[config.mk]
export PLATFORM = sky130hd
export DESIGN_NAME = uart_rx_flat
export DESIGN_NICKNAME = d
export VERILOG_FILES = /design/src/rtl/uart_pkg.sv /design/src/rtl/uart_rx_if.sv /design/src/rtl/sync_2ff.sv /design/src/rtl/uart_rx.sv /design/src/flat_wrapper.sv
export SDC_FILE = /design/constraint.sdc
export NUM_CORES = 1
export LEC_CHECK = 0
export CORE_UTILIZATION = 50
export CTS_CLUSTER_DIAMETER = 40
export DETAILED_ROUTE_END_ITERATION = 8
export DONT_BUFFER_PORTS = 1
export PLACE_DENSITY = 0.73
export REMOVE_ABC_BUFFERS = 1
export SLEW_MARGIN = 15
export SYNTH_ARGS = -nofsm -noshare
export SYNTH_HDL_FRONTEND = slang
export SYNTH_SLANG_ARGS = --single-unit
[constraint.sdc]
create_clock -name i_clk -period 2.7 [get_ports i_clk]
set_input_delay 0.54 -clock i_clk [delete_from_list [all_inputs] [get_ports i_clk]]
set_output_delay 0.54 -clock i_clk [all_outputs]
set_load 0.03 [all_outputs]
[src/rtl/uart_pkg.sv]
// -----------------------------------------------------------------------------
// uart_pkg
// Shared definitions for the UART receive and transmit paths.
//   uart_state_e   : frame FSM state encoding (IDLE/START/DATA/PARITY/STOP)
//   OVERSAMPLE_DEF : default number of baud ticks per bit period
//   MID_TICK       : tick count at which the middle of the start bit is reached
//   clog2()        : constant-friendly ceil(log2) used to size counters
//   mid_tick()     : MID_TICK for an arbitrary oversampling factor
// -----------------------------------------------------------------------------
package uart_pkg;

  typedef enum logic [2:0] {
    ST_IDLE,
    ST_START,
    ST_DATA,
    ST_PARITY,
    ST_STOP
  } uart_state_e;

  localparam int OVERSAMPLE_DEF = 16;
  localparam int MID_TICK       = OVERSAMPLE_DEF / 2 - 1;

  // Smallest r with 2**r >= value; stops at 30 so the shift never overflows.
  function automatic int clog2(input int value);
    int result;
    result = 0;
    for (int i = 0; i < 31; i++) begin
      if ((1 << i) < value) begin
        result = i + 1;
      end
    end
    return result;
  endfunction

  function automatic int mid_tick(input int oversample);
    return oversample / 2 - 1;
  endfunction

endpackage

[src/rtl/uart_rx_if.sv]
// -----------------------------------------------------------------------------
// uart_rx_if
// Bundle of the receiver's serial input, baud tick and parallel result.
//   i_rate       : one-cycle pulse at OVERSAMPLE x baud
//   i_rx         : serial line, idles high
//   o_data       : last received word
//   o_rx_done    : one-cycle frame-complete strobe
//   o_frame_err  : stop bit sampled low, coincident with o_rx_done
//   o_parity_err : parity mismatch (only when UART_RX_PARITY_EN is defined)
//   o_busy       : receiver is inside a frame
// Modports: slave = receiver side, master = line/baud driver and consumer side.
// Optional feature macro: UART_RX_PARITY_EN
// -----------------------------------------------------------------------------
interface uart_rx_if #(
  parameter int NB_BITS = 8
);

  logic               i_rate;
  logic               i_rx;
  logic [NB_BITS-1:0] o_data;
  logic               o_rx_done;
  logic               o_frame_err;
  logic               o_busy;
`ifdef UART_RX_PARITY_EN
  logic               o_parity_err;

  modport slave (
    input  i_rate, i_rx,
    output o_data, o_rx_done, o_frame_err, o_parity_err, o_busy
  );

  modport master (
    output i_rate, i_rx,
    input  o_data, o_rx_done, o_frame_err, o_parity_err, o_busy
  );
`else
  modport slave (
    input  i_rate, i_rx,
    output o_data, o_rx_done, o_frame_err, o_busy
  );

  modport master (
    output i_rate, i_rx,
    input  o_data, o_rx_done, o_frame_err, o_busy
  );
`endif

endinterface

[src/rtl/sync_2ff.sv]
// -----------------------------------------------------------------------------
// sync_2ff
// Generic two-flop synchroniser for asynchronous inputs.
//   i_clk     : destination clock
//   i_rst_n   : asynchronous active-low reset
//   i_d       : asynchronous input
//   o_q       : synchronised output, two cycles of latency
// RESET_VAL sets the value both flops take in reset, so an input that idles
// at a non-zero level does not produce a spurious edge when reset releases.
// -----------------------------------------------------------------------------
module sync_2ff #(
  parameter int               WIDTH     = 1,
  parameter logic [WIDTH-1:0] RESET_VAL = '0
) (
  input  logic             i_clk,
  input  logic             i_rst_n,
  input  logic [WIDTH-1:0] i_d,
  output logic [WIDTH-1:0] o_q
);

  logic [WIDTH-1:0] meta_q;
  logic [WIDTH-1:0] sync_q;

  // First flop may go metastable; second flop gives it a full cycle to settle.
  always_ff @(posedge i_clk or negedge i_rst_n) begin
    if (!i_rst_n) begin
      meta_q <= RESET_VAL;
      sync_q <= RESET_VAL;
    end else begin
      meta_q <= i_d;
      sync_q <= meta_q;
    end
  end

  assign o_q = sync_q;

endmodule

[src/rtl/uart_rx.sv]
// -----------------------------------------------------------------------------
// uart_rx
// UART receiver: 16x (OVERSAMPLE) oversampled, start bit, NB_BITS data bits
// LSB first, optional parity bit, one stop bit.
//   i_clk   : system clock
//   i_rst_n : asynchronous active-low reset
//   bus     : uart_rx_if.slave (i_rate, i_rx, o_data, o_rx_done,
//             o_frame_err, [o_parity_err], o_busy)
// Optional feature macro: UART_RX_PARITY_EN adds the PARITY_ODD parameter,
// the PARITY state and the o_parity_err strobe.
// -----------------------------------------------------------------------------
module uart_rx
  import uart_pkg::*;
#(
  parameter int NB_BITS    = 8,
  parameter int OVERSAMPLE = OVERSAMPLE_DEF
`ifdef UART_RX_PARITY_EN
  ,
  parameter bit PARITY_ODD = 1'b0
`endif
) (
  input logic     i_clk,
  input logic     i_rst_n,
  uart_rx_if.slave bus
);

  localparam int TickW   = clog2(OVERSAMPLE);
  localparam int BitW    = clog2(NB_BITS + 1);
  localparam int MidTick = mid_tick(OVERSAMPLE);

  uart_state_e        state_q, state_d;
  logic [TickW-1:0]   tickCnt_q, tickCnt_d;
  logic [BitW-1:0]    bitCnt_q, bitCnt_d;
  logic [NB_BITS-1:0] shiftReg_q, shiftReg_d;
  logic [NB_BITS-1:0] data_q, data_d;
  logic               rxDone_q, rxDone_d;
  logic               frameErr_q, frameErr_d;
`ifdef UART_RX_PARITY_EN
  logic               parityBit_q, parityBit_d;
  logic               parityErr_q, parityErr_d;
`endif
  logic               rxSync;
  logic               midTick;
  logic               endTick;
  logic               lastBit;

  // The line idles high, so the synchroniser resets to 1 to avoid reading a
  // start bit the moment reset is released.
  sync_2ff #(
    .WIDTH     (1),
    .RESET_VAL (1'b1)
  ) u_sync (
    .i_clk   (i_clk),
    .i_rst_n (i_rst_n),
    .i_d     (bus.i_rx),
    .o_q     (rxSync)
  );

  assign midTick = bus.i_rate && (tickCnt_q == TickW'(MidTick));
  assign endTick = bus.i_rate && (tickCnt_q == TickW'(OVERSAMPLE - 1));
  assign lastBit = (bitCnt_q == BitW'(NB_BITS - 1));

  // State and datapath registers.
  always_ff @(posedge i_clk or negedge i_rst_n) begin
    if (!i_rst_n) begin
      state_q     <= ST_IDLE;
      tickCnt_q   <= '0;
      bitCnt_q    <= '0;
      shiftReg_q  <= '0;
      data_q      <= '0;
      rxDone_q    <= 1'b0;
      frameErr_q  <= 1'b0;
`ifdef UART_RX_PARITY_EN
      parityBit_q <= 1'b0;
      parityErr_q <= 1'b0;
`endif
    end else begin
      state_q     <= state_d;
      tickCnt_q   <= tickCnt_d;
      bitCnt_q    <= bitCnt_d;
      shiftReg_q  <= shiftReg_d;
      data_q      <= data_d;
      rxDone_q    <= rxDone_d;
      frameErr_q  <= frameErr_d;
`ifdef UART_RX_PARITY_EN
      parityBit_q <= parityBit_d;
      parityErr_q <= parityErr_d;
`endif
    end
  end

  // Frame sequencing. START re-checks the line at mid start bit so a short
  // glitch falls back to IDLE. STOP leaves at mid stop bit, which leaves half a
  // bit of slack to catch a start bit that follows with no idle gap.
  always_comb begin
    state_d = state_q;
    case (state_q)
      ST_IDLE: begin
        if (!rxSync) begin
          state_d = ST_START;
        end
      end
      ST_START: begin
        if (midTick) begin
          state_d = rxSync ? ST_IDLE : ST_DATA;
        end
      end
      ST_DATA: begin
        if (endTick && lastBit) begin
`ifdef UART_RX_PARITY_EN
          state_d = ST_PARITY;
`else
          state_d = ST_STOP;
`endif
        end
      end
`ifdef UART_RX_PARITY_EN
      ST_PARITY: begin
        if (endTick) begin
          state_d = ST_STOP;
        end
      end
`endif
      ST_STOP: begin
        if (endTick) begin
          state_d = ST_IDLE;
        end
      end
      default: state_d = ST_IDLE;
    endcase
  end

  // Datapath and strobes. The tick counter restarts on every state change and
  // otherwise wraps naturally, so each DATA sample lands one bit period after
  // the previous one. The shift register is never cleared because every frame
  // overwrites all of its bits before it is copied to o_data.
  always_comb begin
    tickCnt_d   = tickCnt_q;
    bitCnt_d    = bitCnt_q;
    shiftReg_d  = shiftReg_q;
    data_d      = data_q;
    rxDone_d    = 1'b0;
    frameErr_d  = 1'b0;
`ifdef UART_RX_PARITY_EN
    parityBit_d = parityBit_q;
    parityErr_d = 1'b0;
`endif

    if (state_d != state_q) begin
      tickCnt_d = '0;
    end else if (bus.i_rate && (state_q != ST_IDLE)) begin
      tickCnt_d = tickCnt_q + TickW'(1);
    end

    if ((state_q == ST_START) && (state_d == ST_DATA)) begin
      bitCnt_d = '0;
    end

    if ((state_q == ST_DATA) && endTick) begin
      shiftReg_d = {rxSync, shiftReg_q[NB_BITS-1:1]};
      bitCnt_d   = bitCnt_q + BitW'(1);
    end

`ifdef UART_RX_PARITY_EN
    if ((state_q == ST_PARITY) && endTick) begin
      parityBit_d = rxSync;
    end
`endif

    if ((state_q == ST_STOP) && endTick) begin
      data_d     = shiftReg_q;
      rxDone_d   = 1'b1;
      frameErr_d = ~rxSync;
`ifdef UART_RX_PARITY_EN
      parityErr_d = ((^shiftReg_q) ^ parityBit_q) != PARITY_ODD;
`endif
    end
  end

  assign bus.o_data       = data_q;
  assign bus.o_rx_done    = rxDone_q;
  assign bus.o_frame_err  = frameErr_q;
  assign bus.o_busy       = (state_q != ST_IDLE);
`ifdef UART_RX_PARITY_EN
  assign bus.o_parity_err = parityErr_q;
`endif

endmodule
[src/flat_wrapper.sv]
// flat-port wrapper written by rule: the top's interface ports become plain ports
module uart_rx_flat import uart_pkg::*;
#(
  parameter int NB_BITS    = 8,
  parameter int OVERSAMPLE = OVERSAMPLE_DEF

)
  (i_clk, i_rst_n, bus_i_rate, bus_i_rx, bus_o_data, bus_o_rx_done, bus_o_frame_err, bus_o_busy);
  uart_rx_if #(.NB_BITS(NB_BITS)) bus_i ();
  input logic i_clk;
  input logic i_rst_n;
  input wire logic [$bits(bus_i.i_rate)-1:0] bus_i_rate;
  input wire logic [$bits(bus_i.i_rx)-1:0] bus_i_rx;
  output wire logic [$bits(bus_i.o_data)-1:0] bus_o_data;
  output wire logic [$bits(bus_i.o_rx_done)-1:0] bus_o_rx_done;
  output wire logic [$bits(bus_i.o_frame_err)-1:0] bus_o_frame_err;
  output wire logic [$bits(bus_i.o_busy)-1:0] bus_o_busy;
  assign bus_i.i_rate = bus_i_rate;
  assign bus_i.i_rx = bus_i_rx;
  assign bus_o_data = bus_i.o_data;
  assign bus_o_rx_done = bus_i.o_rx_done;
  assign bus_o_frame_err = bus_i.o_frame_err;
  assign bus_o_busy = bus_i.o_busy;
  uart_rx #(.NB_BITS(NB_BITS), .OVERSAMPLE(OVERSAMPLE)) u_core (.i_clk(i_clk), .i_rst_n(i_rst_n), .bus(bus_i));
endmodule
==> metrics.yaml <==
busiest_layer: "met2"
ys.flop_type: "dfrtp_1"
seqPwrFrac_pct: 58.3
status: "finished clean"
syn_area_per_cell_um2: 13.0
combPwrFrac_pct: 15.3
max_freq_ghz: 0.482
async_flop_share_pct: 100
hold_viol_final: 0
dp_hpwl_mm: 1.44
port_buffers: 0
fin_ws_ns: 0.625
fp-row-count: 18
synth_adder_area_share_pct: 1.78
criticalPathCategory: "register to register"
start_util_pct: 54.7
cp-end-kind: "register"
via_per_inst: 5.76
n_antenna_cell: 0
met2_usage_pct: 26.7
drtIter0Drc: 7
clock_power_share_pct: 26.4
switching_share_pct: 30.2
yosysUniqueCellTypes: 37
cts_buffer_depth: 2
power_density_mw_per_mm2: 650
cts_sinks: 31
wl_per_cell_um: 15.9
final_antenna_net_count: 0
place.gp.congestion: 0.829
yosys.area_share.simple_pct: 12.3
cp_max_fo: 10
synth_top_family_by_area: "multiplexers"
synthXorXnorAreaFrac_pct: 1.87
grtUsageMet3_pct: 8.74
num_vias: 818
drive_above_1_share_pct: 26.8
n_fill_cell: 220
grt_first_pass_wirelength_mm: 3.83
rsz0062_at_grt: "false"
grt.total_usage_pct: 19.3
fin_area_mm2: 0.00148
layout_commonest_cell: "dfrtp_1"
syn2layout_area_growth_pct: 5.43
yosysWarnings: 0
cpMaxStageDelayCell: "or4b_1"
worstHoldPathType: "primary input to asynchronous set/reset pin"
crit_chain: "ha_1 > nand4_2 > or4b_1 > mux2_4"
fin_skew_ns: 0.00801
cp.arrival_ns: 2.28
final-setup-viol-count: 0
multi_input_area_um2: 581
cp-start-kind: "register"
clock-root-buffer: "clkbuf_4"
fin_nets: 117
dieArea_mm2: 0.00303
clk_pin_slew_ns: 0.10
ir_worst_vdd_v: 0.000470
htreeDepth: 2
worst_pin_slew_ns: 0.542
yosysSeqAreaShare_pct: 55.4
synth_mux_area_share_pct: 18.9
drc: 0
synth-edff-count: 0
dp_slack_ns: 0.629
insertion_delay_ns: 0.33
min_period_ns: 2.08
post_cts_buffers: 0
overflow: 0
final_cell_mix: "dfrtp_1 (29), nor2_1 (9), mux2_4 (9), mux2_2 (8), clkbuf_4 (5)"
worstPathRequired_ns: 2.91
fp.dieH_um: 55.0
synthCells: 108
p_total_w: 0.000962
maxSlewViolCount: 0
p_int_w: 0.000672
ios: 15
slew_headroom_pct: 63.9
tns_ns: 0
area.sequential_um2: 778
grt_max_degree: 30
core_area_mm2: 0.00257
antenna_found_initial: 0
finalCritPeriodShare_pct: 76.9
numCtsBuffers: 5
place_area_mm2: 0.00141
firstDrtPassIters: 4
drv_cap: 0
synth_compound_area_share_pct: 6.50
wirelength_mm: 2.25
netlist_area_mm2: 0.00141
leakagePower_nw: 0.727
use_met1_pct: 25.0
ys_ff_latch: 31
cts_tree: "done"
grt_pass1_vias: 816
die_w_um: 55.0
cp_slowest_stage_delay_ns: 0.78
p_switching_w: 0.000291
[layer usage]
| layer | part of all wire (%) | vias up |
|---|---|---|
| li1 | - | 392 |
| met3 | 5.6 | 8 |
| met4 | 3.3 | 0 |
| met1 | 48 | 402 |
| met2 | 43 | 16 |
| met5 | 0 | - |
[kinds of logic (layout without fill, tap and decap cells)]
| group | after synthesis | count (layout) |
|---|---|---|
| flip-flops | 31 | 31 |
| AND/OR/NAND/NOR | 29 | 29 |
| buffers and inverters | 8 | 12 |
| multiplexers | 21 | 21 |
| XOR/XNOR | 3 | 3 |
| AO/OA/AOI/OAI | 14 | 14 |
| adder cells (fa/ha/maj) | 2 | 2 |
[state kept, by name, indices dropped and copies added, names as in the netlist]
signal,cells
u_core.bus.o_rx_done,1
u_core.u_sync.o_q,1
u_core.u_sync.meta_q,1
u_core.bus.o_frame_err,1
u_core.state_q,3
u_core.shiftReg_q,8
u_core.tickCnt_q,4
u_core.bitCnt_q,4
u_core.bus.o_data,8
[final cells by class]
cell class | count | share of cell area, %
flip-flops and latches | 31 | 52.5
clock inverters | 1 | 0.338
inverters | 2 | 0.507
clock buffers | 7 | 3.04
well taps | 30 | 2.53
multi-input cells | 69 | 39.2
repair buffers | 2 | 1.86
[worst max-delay path, delay by kind of cell (launching register included)]
family	cells	cell delay, ns
mux	1	0.40
fa+ha+maj	1	0.23
simple gates	2	0.94
flops	1	0.39
[power groups by stage]
| stage | registers [W] | logic [W] | clock network [W] |
|---|---|---|---|
| 2_1_floorplan | 0.000555 | 0.000120 | 0 |
| 3_3_place_gp | 0.000568 | 0.000129 | 0 |
| 3_5_place_dp | 0.000569 | 0.000136 | 0 |
| 4_1_cts | 0.000560 | 0.000149 | 0.000264 |
| 5_1_grt | 0.000571 | 0.000166 | 0.000283 |
| 6_report | 0.000561 | 0.000147 | 0.000254 |
[synthesized netlist by cell type, types with 4 or more instances]
master / n / area (µm²)
dfrtp_1: 29 / 726
mux2_4: 9 / 135
nor2_1: 9 / 33.8
mux2_2: 8 / 90.1
a21oi_1: 4 / 20.0
mux2i_1: 4 / 40.0
nand2_1: 4 / 15.0
[stage by stage]
step	hold slack, ns	util (%)	cells
global route	0.0101	57.7	142
global placement	0.245	55.0	133
CTS	0.00844	57.7	142
finish	0.0200	57.7	142
detailed placement	0.245	55.0	133
floorplan	0.244	-	102
[path summary, 6_finish.rpt]
check,start,end,slack [ns],depth (start not counted)
setup / recovery,u_core.tickCnt_q[0]$_DFFE_PN0P_,u_core.bus.o_data[7]$_DFFE_PN0P_,0.62,4
hold / removal,i_rst_n,u_core.bitCnt_q[2]$_DFFE_PN0P_,0.02,1
setup reg to reg,u_core.tickCnt_q[0]$_DFFE_PN0P_,u_core.bus.o_data[7]$_DFFE_PN0P_,0.62,4
hold reg to reg,u_core.u_sync.meta_q$_DFF_PN1_,u_core.u_sync.o_q$_DFF_PN1_,0.36,0
max in group asynchronous,i_rst_n,u_core.tickCnt_q[2]$_DFFE_PN0P_,2.52,1
min in group i_clk,bus_i_rx,u_core.u_sync.meta_q$_DFF_PN1_,0.21,0
[repair_timing]
item	in CTS	in global routing
gates resized for setup	0	0
hold endpoints to repair	29	0
hold buffers	1	0
Note: power is estimated with default switching activity, not from simulation.
